--- config.mk ---
export PLATFORM = sky130hd
export DESIGN_NAME = lsu_axi_bridge
export DESIGN_NICKNAME = d
export VERILOG_FILES = /design/src/rtl/axi_lite_pkg.sv /design/src/rtl/lsu_axi_bridge.sv
export SDC_FILE = /design/constraint.sdc
export NUM_CORES = 1
export LEC_CHECK = 0
export ABC_AREA = 0
export BUFFER_PORTS_ARGS = -buffer_cell sky130_fd_sc_hd__buf_2
export CAP_MARGIN = 10
export CORE_ASPECT_RATIO = 0.8
export CORE_MARGIN = 2
export CORE_UTILIZATION = 47
export CTS_CLUSTER_DIAMETER = 30
export CTS_CLUSTER_SIZE = 16
export DETAILED_ROUTE_END_ITERATION = 8
export PLACE_DENSITY = 0.83
export SLEW_MARGIN = 20
export SYNTH_ARGS = -nofsm -noshare
export SYNTH_HDL_FRONTEND = slang
export SYNTH_SLANG_ARGS = --single-unit
--- constraint.sdc ---
create_clock -name clk -period 3.05 [get_ports clk]
set_input_delay 0.305 -clock clk [delete_from_list [all_inputs] [get_ports clk]]
set_output_delay 0.305 -clock clk [all_outputs]
set_load 0.01 [all_outputs]
--- src/rtl/axi_lite_pkg.sv ---
// Shared AXI4-Lite definitions: response codes, default protection and the
// state encoding used by the LSU bridge.
package axi_lite_pkg;

   localparam logic [1:0] OKAY         = 2'b00;
   localparam logic [1:0] EXOKAY       = 2'b01;
   localparam logic [1:0] SLVERR       = 2'b10;
   localparam logic [1:0] DECERR       = 2'b11;
   localparam logic [2:0] PROT_DEFAULT = 3'b000;

   typedef enum logic [2:0] {
      IDLE  = 3'd0,
      RD_A  = 3'd1,
      RD_D  = 3'd2,
      WR    = 3'd3,
      WR_B  = 3'd4,
      DONE  = 3'd5,
      FLUSH = 3'd6
   } bridge_state_e;

   // Anything other than OKAY is reported to the core as a bus error.
   function automatic logic resp_is_err(input logic [1:0] resp);
      return (resp != OKAY);
   endfunction

endpackage

--- src/rtl/lsu_axi_bridge.sv ---
// Single-outstanding LSU to AXI4-Lite master bridge for the core's MEM stage.
// Define LSU_AXI_TIMEOUT_EN to add a response timeout with a late-response FLUSH state.
module lsu_axi_bridge
   import axi_lite_pkg::*;
#(
   parameter int ADDR_W = 32,
   parameter int DATA_W = 32
`ifdef LSU_AXI_TIMEOUT_EN
   ,
   parameter int TIMEOUT_CYCLES = 255
`endif
) (
   input  logic              clk,
   input  logic              reset,
   input  logic              req_rd_i,
   input  logic              req_wr_i,
   input  logic              req_misaligned_i,
   input  logic [ADDR_W-1:0] req_addr_i,
   input  logic [DATA_W-1:0] req_wdata_i,
   input  logic [3:0]        req_wstrb_i,
   output logic [DATA_W-1:0] rdata_o,
   output logic              stall_o,
   output logic              err_o,
   output logic [ADDR_W-1:0] m_awaddr,
   output logic [2:0]        m_awprot,
   output logic              m_awvalid,
   input  logic              m_awready,
   output logic [DATA_W-1:0] m_wdata,
   output logic [3:0]        m_wstrb,
   output logic              m_wvalid,
   input  logic              m_wready,
   input  logic [1:0]        m_bresp,
   input  logic              m_bvalid,
   output logic              m_bready,
   output logic [ADDR_W-1:0] m_araddr,
   output logic [2:0]        m_arprot,
   output logic              m_arvalid,
   input  logic              m_arready,
   input  logic [DATA_W-1:0] m_rdata,
   input  logic [1:0]        m_rresp,
   input  logic              m_rvalid,
   output logic              m_rready
);

   bridge_state_e     state_q, state_d;
   logic [ADDR_W-1:0] addr_q, addr_d;
   logic [DATA_W-1:0] wdata_q, wdata_d;
   logic [DATA_W-1:0] rdata_q, rdata_d;
   logic [3:0]        wstrb_q, wstrb_d;
   logic              arvalid_q, arvalid_d;
   logic              awvalid_q, awvalid_d;
   logic              wvalid_q, wvalid_d;
   logic              rready_q, rready_d;
   logic              bready_q, bready_d;
   logic              aw_done_q, aw_done_d;
   logic              w_done_q, w_done_d;
   logic              err_q, err_d;

`ifdef LSU_AXI_TIMEOUT_EN
   localparam int                CNT_W   = $clog2(TIMEOUT_CYCLES + 1);
   localparam logic [CNT_W-1:0]  TO_LAST = CNT_W'(TIMEOUT_CYCLES - 1);
   logic [CNT_W-1:0] cnt_q, cnt_d;
   logic             timed_out_q, timed_out_d;
`endif

   logic req_s;
   logic ar_hs_s, aw_hs_s, w_hs_s, r_hs_s, b_hs_s;
   logic unused_addr_lsb_s;

   assign req_s   = (req_rd_i | req_wr_i) & ~req_misaligned_i;
   assign ar_hs_s = arvalid_q & m_arready;
   assign aw_hs_s = awvalid_q & m_awready;
   assign w_hs_s  = wvalid_q & m_wready;
   assign r_hs_s  = rready_q & m_rvalid;
   assign b_hs_s  = bready_q & m_bvalid;
   // Word-aligned bus: the byte offset is carried by the strobe instead.
   assign unused_addr_lsb_s = ^req_addr_i[1:0];

   // Next-state and next-output logic for the transaction FSM.
   always_comb begin
      state_d   = state_q;
      addr_d    = addr_q;
      wdata_d   = wdata_q;
      wstrb_d   = wstrb_q;
      rdata_d   = rdata_q;
      arvalid_d = arvalid_q;
      awvalid_d = awvalid_q;
      wvalid_d  = wvalid_q;
      rready_d  = rready_q;
      bready_d  = bready_q;
      aw_done_d = aw_done_q;
      w_done_d  = w_done_q;
      err_d     = 1'b0;
`ifdef LSU_AXI_TIMEOUT_EN
      cnt_d       = cnt_q;
      timed_out_d = timed_out_q;
`endif
      case (state_q)
         IDLE: begin
            if (req_s) begin
               addr_d = {req_addr_i[ADDR_W-1:2], 2'b00};
               if (req_rd_i) begin
                  arvalid_d = 1'b1;
                  state_d   = RD_A;
               end else begin
                  wdata_d   = req_wdata_i;
                  wstrb_d   = req_wstrb_i;
                  awvalid_d = 1'b1;
                  wvalid_d  = 1'b1;
                  aw_done_d = 1'b0;
                  w_done_d  = 1'b0;
                  state_d   = WR;
               end
            end else begin
               state_d = IDLE;
            end
         end
         RD_A: begin
            if (ar_hs_s) begin
               arvalid_d = 1'b0;
               rready_d  = 1'b1;
               state_d   = RD_D;
`ifdef LSU_AXI_TIMEOUT_EN
               cnt_d     = '0;
`endif
            end else begin
               state_d = RD_A;
            end
         end
         RD_D: begin
            if (r_hs_s) begin
               rdata_d  = m_rdata;
               err_d    = resp_is_err(m_rresp);
               rready_d = 1'b0;
               state_d  = DONE;
            end
`ifdef LSU_AXI_TIMEOUT_EN
            else if (cnt_q == TO_LAST) begin
               // rready stays high so the late beat can be swallowed in FLUSH.
               err_d       = 1'b1;
               timed_out_d = 1'b1;
               state_d     = DONE;
            end
`endif
            else begin
               state_d = RD_D;
`ifdef LSU_AXI_TIMEOUT_EN
               cnt_d   = cnt_q + CNT_W'(1);
`endif
            end
         end
         WR: begin
            // AW and W complete independently; either order or both at once.
            awvalid_d = awvalid_q & ~m_awready;
            wvalid_d  = wvalid_q & ~m_wready;
            aw_done_d = aw_done_q | aw_hs_s;
            w_done_d  = w_done_q | w_hs_s;
            if ((aw_done_q | aw_hs_s) & (w_done_q | w_hs_s)) begin
               bready_d = 1'b1;
               state_d  = WR_B;
`ifdef LSU_AXI_TIMEOUT_EN
               cnt_d    = '0;
`endif
            end else begin
               state_d = WR;
            end
         end
         WR_B: begin
            if (b_hs_s) begin
               err_d    = resp_is_err(m_bresp);
               bready_d = 1'b0;
               state_d  = DONE;
            end
`ifdef LSU_AXI_TIMEOUT_EN
            else if (cnt_q == TO_LAST) begin
               err_d       = 1'b1;
               timed_out_d = 1'b1;
               state_d     = DONE;
            end
`endif
            else begin
               state_d = WR_B;
`ifdef LSU_AXI_TIMEOUT_EN
               cnt_d   = cnt_q + CNT_W'(1);
`endif
            end
         end
         DONE: begin
            // The core advances on this edge, so a still-high req is not reissued.
`ifdef LSU_AXI_TIMEOUT_EN
            if (timed_out_q) begin
               timed_out_d = 1'b0;
               state_d     = FLUSH;
            end else begin
               rready_d = 1'b0;
               bready_d = 1'b0;
               state_d  = IDLE;
            end
`else
            rready_d = 1'b0;
            bready_d = 1'b0;
            state_d  = IDLE;
`endif
         end
`ifdef LSU_AXI_TIMEOUT_EN
         FLUSH: begin
            if (r_hs_s | b_hs_s) begin
               rready_d = 1'b0;
               bready_d = 1'b0;
               state_d  = IDLE;
            end else begin
               state_d = FLUSH;
            end
         end
`endif
         default: begin
            arvalid_d = 1'b0;
            awvalid_d = 1'b0;
            wvalid_d  = 1'b0;
            rready_d  = 1'b0;
            bready_d  = 1'b0;
            aw_done_d = 1'b0;
            w_done_d  = 1'b0;
            state_d   = IDLE;
         end
      endcase
   end

   // State and registered outputs; reset abandons any transaction in flight.
   always_ff @(posedge clk) begin
      if (reset) begin
         state_q   <= IDLE;
         addr_q    <= '0;
         wdata_q   <= '0;
         wstrb_q   <= 4'b0000;
         rdata_q   <= '0;
         arvalid_q <= 1'b0;
         awvalid_q <= 1'b0;
         wvalid_q  <= 1'b0;
         rready_q  <= 1'b0;
         bready_q  <= 1'b0;
         aw_done_q <= 1'b0;
         w_done_q  <= 1'b0;
         err_q     <= 1'b0;
`ifdef LSU_AXI_TIMEOUT_EN
         cnt_q       <= '0;
         timed_out_q <= 1'b0;
`endif
      end else begin
         state_q   <= state_d;
         addr_q    <= addr_d;
         wdata_q   <= wdata_d;
         wstrb_q   <= wstrb_d;
         rdata_q   <= rdata_d;
         arvalid_q <= arvalid_d;
         awvalid_q <= awvalid_d;
         wvalid_q  <= wvalid_d;
         rready_q  <= rready_d;
         bready_q  <= bready_d;
         aw_done_q <= aw_done_d;
         w_done_q  <= w_done_d;
         err_q     <= err_d;
`ifdef LSU_AXI_TIMEOUT_EN
         cnt_q       <= cnt_d;
         timed_out_q <= timed_out_d;
`endif
      end
   end

   assign stall_o   = req_s & (state_q != DONE);
   assign rdata_o   = rdata_q;
   assign err_o     = err_q;
   assign m_araddr  = addr_q;
   assign m_awaddr  = addr_q;
   assign m_arprot  = PROT_DEFAULT;
   assign m_awprot  = PROT_DEFAULT;
   assign m_arvalid = arvalid_q;
   assign m_awvalid = awvalid_q;
   assign m_wvalid  = wvalid_q;
   assign m_wdata   = wdata_q;
   assign m_wstrb   = wstrb_q;
   assign m_rready  = rready_q;
   assign m_bready  = bready_q;

endmodule

After elaboration in Yosys (flattened, before gate mapping)
Cells that the tools add are included.

Add/subtract/negate cells: 0. Multiply operators: 0. Div/mod/pow operators: 0. Order comparisons: 0. Equality and inequality tests: 13. Shifts and indexed selects: 0. Multiplexer cells: 28. Bitwise logic cells: 21. Reductions and logical operators: 14.

Operators by type and width (number): $pmux W1 S3 (7); $pmux W3 S5 (1); $mux W1 (14); $ne A2 B2 Y1 const B (7); $reduce_and A3 Y1 (4); $and A1 B1 Y1 (10); $mux W3 (3); $not A1 Y1 (8); $reduce_or A4 Y1 (2); $eq A3 B2 Y1 const B (2); $eq A3 B3 Y1 const B (2); $reduce_or A3 Y1 (2); $mux W2 (2); $reduce_and A2 Y1 (2); $reduce_and A4 Y1 (1); $reduce_bool A2 Y1 (2); $eq A3 B1 Y1 const B (1); $logic_not A3 Y1 (1); $ne A3 B3 Y1 const B (1); $or A1 B1 Y1 (3); $pmux W1 S2 (1).

Register bits: 109. Latch bits: 0. Bits in writable memories: 0. ROM bits: 0. Input port bits: 114. Output and inout port bits: 145. Logic and storage cells: 89. Memories kept: 0.

Logic depth before layout (Yosys ltp)
Gate-level depths: netlist of the first run.

Depth in word-level cells: 5. Mapped depth: 7.

Least setup slack after synthesis of the first run
No wires, ideal clock.

Kind: reg-to-reg. From: reg state_q[2]. To: reg arvalid_q, in the netlist m_arvalid. Library setup time: 0.086 ns. Arrival: 1.391 ns. Data required time: 2.964 ns. Path slack: 1.573 ns. Cell stages (with the launch flop): 7. Path buffers: 1. Clock period less this slack: 1.477 ns. Cell sequence: dfxtp_1 buf_2 inv_1 ha_1 nor4b_1 nor2_1 a211oi_1.

Word-level cells in the longest chain between the ends: 4. Elaborated cells between the ends (all ways): 13. Classes of those cells: eq/ne: 8; mux: 1; bitwise: 1; reduce/logical: 3.

Ends and longest elaborated chain: start: declaration (line lsu_axi_bridge.sv:45) `bridge_state_e state_q, state_d;`; start signal: assignment (line lsu_axi_bridge.sv:250) `state_q <= state_d;`; $eq A3 B3 Y1 / $eq A3 B2 Y1 (equally long branches) (line lsu_axi_bridge.sv:98) `case (state_q)`; $reduce_or A4 Y1 (no line); $not A1 Y1 (no line); $reduce_and A4 Y1 (no line); end signal: assignment (line lsu_axi_bridge.sv:255) `arvalid_q <= arvalid_d;`; end: declaration (line lsu_axi_bridge.sv:50) `logic arvalid_q, arvalid_d;`.

Several ways; a longest one is shown, not always the timed one. A chain may end at the register's enable or synchronous reset.

Worst setup path after layout of the first run
From: reg state_q[0]. To: reg addr_q[8], in the netlist m_araddr[8].

Word-level cells in the longest chain between the ends: 2.

Ends and longest elaborated chain: $logic_not A3 Y1 (line lsu_axi_bridge.sv:98); $reduce_and A2 Y1 (no line); end signal: assignment (line lsu_axi_bridge.sv:251) `addr_q <= addr_d;`; end: declaration (line lsu_axi_bridge.sv:46) `logic [ADDR_W-1:0] addr_q, addr_d;`.

No other way between the ends.

==> out/qor.log, run 1 <==
INFO  critical_path  setup.worst_path.end_class=flop
INFO  critical_path  cpLargestDelayFamily=simple AND/OR/NAND/NOR gates
INFO  detailed_routing detailedRoute.firstIterationViolations=183
INFO  timing         maximum_frequency_from_static_timing_analysis=488MHz
INFO  global_routing maximum_number_of_pins_on_one_net_before_global_route_repair=86
INFO  pwr            ir_worst_vdd=430uV
INFO  pwr            power_report.internal_total=2.48mW
INFO  timing         final_hold_viol_count=0
INFO  synth          yosys.area.top_type_share=0.503
INFO  cts            cts.root.buffer_cell=clkbuf_16
INFO  floorplanning  floorplan.initialDensity=0.482
INFO  critical_path  worst_path_largest_cell_delay=0.65ns
INFO  floorplanning  num_io_pins=259
INFO  floorplanning  chipHeight=89.9um
INFO  detailed_routing totalWireLength=11.5mm
INFO  detailed_routing vias=4239
INFO  placement      dp_hpwl=8.69mm
INFO  critical_path  critical_path.cell_chain=nor3_2, nand2_1, nand2_1, a21oi_1
INFO  pwr            switchingPower=1.01mW
INFO  run            max_cap_viol_count=0
INFO  detailed_routing detailedRoute.firstPassIterationCount=5
INFO  floorplanning  floorplan.die.width=111um
INFO  timing         rsz0062_at_grt=false
INFO  timing         tightestPinTransition=0.965ns
INFO  timing         fin_setup_tns=0ns
INFO  detailed_routing routed_via_density=4.87
INFO  critical_path  critical_path.n_buffers_inverters=0
INFO  cts            cts_buffer_depth=2
INFO  finish         areaGrowthSynthToFinish=30.1%
INFO  pwr            swShare=0.290
INFO  synth          synth_seq_area_share=0.503
INFO  timing         max-slew-margin-rel=0.355
INFO  placement      placed_cells_incl_taps=854
INFO  cts            cts_made_buffers=9
INFO  cts            worstSkewPairLatency=0.34ns
INFO  synth          synth_area_per_cell=7.84um^2
INFO  timing         timing.final.max_slew_violations=0
INFO  floorplanning  die_area=0.0100mm^2
INFO  timing         setup_violations=0
INFO  pwr            share_comb_of_total_power=0.191
INFO  synth          synth.yosys.warnings=0
INFO  global_routing antenna_violations_before_repair=2
INFO  critical_path  crit_required=3.23ns
INFO  finish         layout.nets=865
INFO  pwr            static-leakage-power=2.69nW
INFO  critical_path  setup.worst_path.start=state_q[0]
INFO  global_routing grt_use_total=0.226
INFO  timing         layout_worst_path_cycle_share=0.671
INFO  synth          post_synth_main_area_contributors=dfxtp_1, nand2_1, a21oi_1, buf_4, clkbuf_1
INFO  synth          synthDominantAreaCellType=dfxtp_1
INFO  cts            clk_pin_slew_worst_paths=0.07ns
INFO  synth          synth.most_common_cell=nand2_1
INFO  placement      finalWeightedCongestion=0.809
INFO  pwr            pwr-share-seq=0.463
INFO  cts            tritoncts_clock_tree=yes
INFO  critical_path  critical_path.max_fanout=30
INFO  min_path       worst_hold_startpoint=req_wdata_i[3]
INFO  cts            cts_resized=0
INFO  finish         final.fill_count=764
INFO  detailed_routing post_drt_wl_per_cell=13.2um
INFO  synth          synth.ff_latch_count=109
INFO  timing         minimum_clock_period_after_layout=2.05ns
INFO  finish         finish.cell_count_without_fillers=871
INFO  synth          synthCells=553
INFO  cts            clock_sinks=109
INFO  synth          synth.lib_cells_used.distinct=40
INFO  critical_path  reg2reg_from=state_q[0]
INFO  timing         worst_clock_skew=0.00409ns
INFO  critical_path  critPathLaunchType=flop
INFO  cts            hold_buffers=0
INFO  placement      pre_cts_ws=1.00ns
INFO  finish         drive_above_1_share=0.366
INFO  detailed_routing detail_route.drc_violations=0
INFO  synth          post_synth_edffs=0
INFO  synth          dominantRegCellSynth=dfxtp_1
INFO  detailed_routing postRouteAntennaNets=0
INFO  synth          async_flop_share=0
INFO  min_path       hold_path_class=in2reg
INFO  pwr            cell_pwr_density=618mW/mm^2
INFO  floorplanning  core=0.00900mm^2
INFO  synth          synth_area=0.00434mm^2
INFO  critical_path  setup_cp_type=reg2reg
INFO  placement      portBuffers=246
INFO  global_routing grt-ovfl-total=0
INFO  timing         fin_ws=1.00ns
INFO  cts            htreeDepth=3
INFO  global_routing grt_first_pass_wirelength=18.4mm
INFO  floorplanning  rows=31
INFO  cts            postCtsSetupBuffers=0
INFO  critical_path  timing.critical_path.slowest_stage_cell=nand2_1
INFO  status         status=finished, final reports clean
INFO  pwr            clock_power_share=0.345
INFO  synth          synth_common_cells=nand2_1, dfxtp_1, a21oi_1, buf_4, clkbuf_1
INFO  critical_path  crit_arrival=2.23ns
INFO  global_routing grt_pass1_vias=3862
INFO  critical_path  critical_path.most_common_cell=nand2_1
[cell type report]
class | instances | area, um^2 | area share
clock buffer | 10 | 239 | 0.0424
multi-input combinational | 372 | 1690 | 0.299
inverter | 5 | 18.8 | 0.00333
clock inverter | 6 | 82.6 | 0.0146
antenna | 1 | 2.50 | 0.000444
tap | 115 | 144 | 0.0255
sequential | 109 | 2180 | 0.387
timing repair buffer | 253 | 1290 | 0.228
[layout by cell type, fill, tap and decap left out, types with 2 or more instances in the layout]
cell	n
buf_2	245
nand2_1	202
dfxtp_1	109
a21oi_1	108
nor2_1	10
conb_1	10
clkbuf_16	9
buf_4	8
inv_1	5
nand3_1	3
o21ai_0	3
nor2b_1	3
a31oi_1	3
and2_1	2
a211oi_1	2
nor3_1	2
o211ai_1	2
o211a_1	2
clkinv_4	2
[per-layer routing]
layer / share of wire / global-route usage
met1: 0.38 / 0.259
met4: 0.014 / 0.0874
met2: 0.54 / 0.405
met5: 0.0011 / 0
met3: 0.063 / 0.0573
[worst register-to-register path, cell delays in order (launching register included)]
cell     delay (ns)
dfxtp_1        0.46
nor3_2         0.42
nand2_1        0.65
nand2_1        0.27
a21oi_1        0.09
[path summary, 6_finish.rpt]
path / endpoint / slack, ns / cells after the start
hold reg to reg: m_wdata[14] / 0.45 / 2
setup / recovery: m_araddr[8] / 1.00 / 4
setup reg to reg: m_araddr[8] / 1.00 / 4
hold / removal: m_wdata[3] / 0.20 / 3
[stage by stage]
stage / hold slack [ns] / area, um^2 / power (mW) / utilization
floorplan: 0.441 / 4370 / 2.12 / -
global placement: 0.439 / 5320 / 2.30 / 0.591
detailed placement: 0.445 / 5320 / 2.32 / 0.591
CTS: 0.181 / 5640 / 3.54 / 0.627
global route: 0.176 / 5640 / 3.69 / 0.627
finish: 0.198 / 5640 / 3.49 / 0.627
[flip-flops by register name, indices dropped and copies added (netlist names)]
| signal | count |
|---|---|
| aw_done_q | 1 |
| w_done_q | 1 |
| m_awvalid | 1 |
| m_rready | 1 |
| m_wstrb | 4 |
| err_o | 1 |
| state_q | 3 |
| m_araddr | 30 |
| rdata_o | 32 |
| m_wvalid | 1 |
| m_arvalid | 1 |
| m_wdata | 32 |
| m_bready | 1 |
[power by group through the flow]
stage	clock network, mW	registers [mW]	logic, mW
2_1_floorplan	0	1.67	0.450
3_3_place_gp	0	1.64	0.658
3_5_place_dp	0	1.65	0.675
4_1_cts	1.24	1.62	0.678
5_1_grt	1.31	1.63	0.742
6_report	1.20	1.62	0.668
[kinds of logic (layout without fill, tap and decap cells)]
group | Yosys count | count (layout) | share of synthesized area
multiplexers | 1 | 1 | 0.00260
adder cells (fa/ha/maj) | 1 | 1 | 0.00288
AO/OA/AOI/OAI | 128 | 128 | 0.159
flip-flops | 109 | 109 | 0.503
buffers and inverters | 81 | 274 | 0.116
other | 1 | 11 | 0.000865
AND/OR/NAND/NOR | 232 | 232 | 0.216
No activity file was read; power rests on OpenSTA's default activity.
==> inputs of run 2 (changes only) <==
--- a/config.mk
+++ b/config.mk
@@ -10,11 +10,11 @@
 export CAP_MARGIN = 10
 export CORE_ASPECT_RATIO = 0.8
 export CORE_MARGIN = 2
-export CORE_UTILIZATION = 47
+export CORE_UTILIZATION = 39
 export CTS_CLUSTER_DIAMETER = 30
 export CTS_CLUSTER_SIZE = 16
 export DETAILED_ROUTE_END_ITERATION = 8
-export PLACE_DENSITY = 0.83
+export PLACE_DENSITY = 0.73
 export SLEW_MARGIN = 20
 export SYNTH_ARGS = -nofsm -noshare
 export SYNTH_HDL_FRONTEND = slang
==> constraint.sdc (replaced) <==
create_clock -name clk -period 1.8 [get_ports clk]
set_input_delay 0.18 -clock clk [delete_from_list [all_inputs] [get_ports clk]]
set_output_delay 0.18 -clock clk [all_outputs]
set_load 0.01 [all_outputs]
==> run 2 against run 1 <==
Net effect: cell area increased by 2.3%; non-clock buffer count grew 7; count of clock-buffer cells in the layout unchanged; critical path type is now reg2out.
==> out/qor.log, run 2 (synthesis results as in run 1) <==
INFO  status         status=finished, final reports clean
INFO  timing         setup_violations=0 [unchanged]
INFO  floorplanning  chipHeight=98.3um [+9.3%]
INFO  timing         rsz0062_at_grt=false
INFO  floorplanning  rows=34 [+9.7%]
INFO  critical_path  worstSetupPathDepth=4 [unchanged]
INFO  finish         final.fill_count=1098 [+44%]
INFO  placement      pre_cts_ws=0.239ns [-0.760 ns]
INFO  critical_path  r2r.worst_path.cells=5 [+1]
INFO  min_path       min_path_cells=3 [unchanged]
INFO  pwr            cell_pwr_density=1030mW/mm^2 [+66%]
INFO  detailed_routing routed_via_density=4.61 [-5.2%]
INFO  critical_path  critical_path.n_buffers_inverters=3 [+3]
INFO  finish         highest_count_cells_in_the_layout_ignoring_fill_and_taps=buf_2, nand2_1, dfxtp_1, a21oi_1
INFO  detailed_routing post_drt_wl_per_cell=12.7um [-4.2%]
INFO  detailed_routing postRouteAntennaNets=0 [unchanged]
INFO  placement      dp_hpwl=8.41mm [-3.2%]
INFO  global_routing grt-ovfl-total=0 [unchanged]
INFO  pwr            power.total=5.92mW [+70%]
INFO  finish         drive_above_1_share=0.370 [+0.00452]
INFO  critical_path  setup.worst_path.end_class=output port
INFO  floorplanning  num_io_pins=259 [unchanged]
INFO  timing         fin_setup_tns=0ns [unchanged]
INFO  finish         ff_latch_area=0.00218mm^2 [unchanged]
INFO  timing         fin_ws=0.175ns [-0.827 ns]
INFO  critical_path  cpLargestDelayFamily=buffers and inverters
INFO  finish         multiInputGateArea=0.00169mm^2 [unchanged]
INFO  timing         final_hold_viol_count=0 [unchanged]
INFO  timing         worst_clock_skew=0.00837ns [+0.00427 ns]
INFO  timing         maximum_frequency_from_static_timing_analysis=616MHz
INFO  global_routing grt_use_total=0.187 [-0.0392]
INFO  detailed_routing vias=4190 [-1.2%]
INFO  cts            cts_resized=0 [unchanged]
INFO  finish         mostFrequentLayoutCell=buf_2
INFO  detailed_routing detail_route.drc_violations=0 [unchanged]
INFO  pwr            static-leakage-power=2.73nW [+1.7%]
INFO  detailed_routing detailedRoute.firstPassIterationCount=6 [+1]
INFO  global_routing grt_pass1_vias=3811 [-1.3%]
INFO  cts            clock_sinks=109 [unchanged]
INFO  placement      portBuffers=246 [unchanged]
INFO  floorplanning  die_area=0.0120mm^2 [+20%]
INFO  critical_path  timing.critical_path.slowest_stage_cell=dfxtp_1
INFO  critical_path  crit_required=1.62ns [-1.61 ns]
INFO  global_routing grt_first_pass_wirelength=17.9mm [-2.8%]
INFO  run            max_cap_viol_count=0 [unchanged]
INFO  cts            hold_buffers=0 [unchanged]
INFO  finish         post-route-util=0.532 [-0.0949]
INFO  cts            cts_made_buffers=9 [unchanged]
INFO  cts            cts_buffer_depth=2 [unchanged]
INFO  pwr            ir_worst_vdd=583uV [+35%]
INFO  cts            tritoncts_clock_tree=yes
INFO  min_path       hold_path_class=in2reg
INFO  critical_path  worst_path_largest_cell_delay=0.42ns [-0.23 ns]
INFO  cts            cts.root.buffer_cell=clkbuf_16
INFO  critical_path  critical_path.max_fanout=13 [-57%]
INFO  global_routing antenna_violations_before_repair=2 [unchanged]
INFO  cts            htreeDepth=3 [unchanged]
INFO  critical_path  critPathLaunchType=flop
INFO  timing         fin_worst_hold_slack=0.0632ns [-0.135 ns]
INFO  critical_path  setup_cp_type=reg2out
INFO  finish         layout.nets=872 [+0.81%]
INFO  global_routing maximum_number_of_pins_on_one_net_before_global_route_repair=43 [-50%]
INFO  floorplanning  core=0.0108mm^2 [+21%]
INFO  cts            postCtsSetupBuffers=0 [unchanged]
INFO  detailed_routing totalWireLength=11.5mm [-0.11%]
INFO  cts            clk_pin_slew_worst_paths=0.07ns [about the same]
INFO  critical_path  crit_arrival=1.44ns [-0.79 ns]
INFO  critical_path  critical_path.cell_chain=buf_4, inv_1, o31a_1, buf_2
INFO  placement      finalWeightedCongestion=0.771 [-4.7%]
INFO  floorplanning  floorplan.initialDensity=0.400 [-0.0822]
INFO  timing         layout_worst_path_cycle_share=0.903
INFO  timing         minimum_clock_period_after_layout=1.62ns
INFO  finish         areaGrowthSynthToFinish=33.1%
INFO  detailed_routing detailedRoute.firstIterationViolations=169 [-7.7%]
INFO  cts            worstSkewPairLatency=0.34ns [about the same]
INFO  floorplanning  floorplan.die.width=122um [+9.4%]
INFO  timing         timing.final.max_slew_violations=0 [unchanged]
==> run 2: path summary, 6_finish.rpt <==
path | slack [ns] | endpoint | startpoint
hold / removal | 0.06 | m_wdata[2] | req_wdata_i[2]
hold reg to reg | 0.45 | m_wdata[18] | m_wdata[18]
setup / recovery | 0.18 | stall_o | state_q[0]
setup reg to reg | 0.23 | m_wdata[14] | state_q[0]
==> run 2: layout make-up <==
cell class	count	area share
Antenna cell	2	0.000867
Clock buffer	10	0.0397
Clock inverter	6	0.0119
Inverter	5	0.00325
Multi-Input combinational cell	372	0.292
Sequential cell	109	0.378
Tap cell	144	0.0312
Timing Repair Buffer	260	0.243
==> run 2: power breakdown <==
group	switching (mW)	internal, mW
Clock	0.895	1.09
Sequential	0.116	2.58
Combinational	0.717	0.515
==> run 2: per-stage QoR <==
stage                     instance area (um^2)  std cells
after floorplan                           4370        562
after global placement                    5470        890
after detailed placement                  5470        890
after CTS                                 5770        906
after global routing                      5770        907
final                                     5770        908
==> run 2: routing by layer <==
metal  global-route usage  vias up  wire [um]
met3               0.0730       15       1150
met2                0.318      173       5460
li1                     -     2152          -
met1                0.214     1850       4720
met5                    0        -          0
met4               0.0610        0        164
==> run 2: worst min-delay path, delay by kind of cell <==
kind                   cells  cell delay, ns
AO/OA/AOI/OAI              1            0.05
AND/OR/NAND/NOR            1            0.04
buffers and inverters      1            0.09
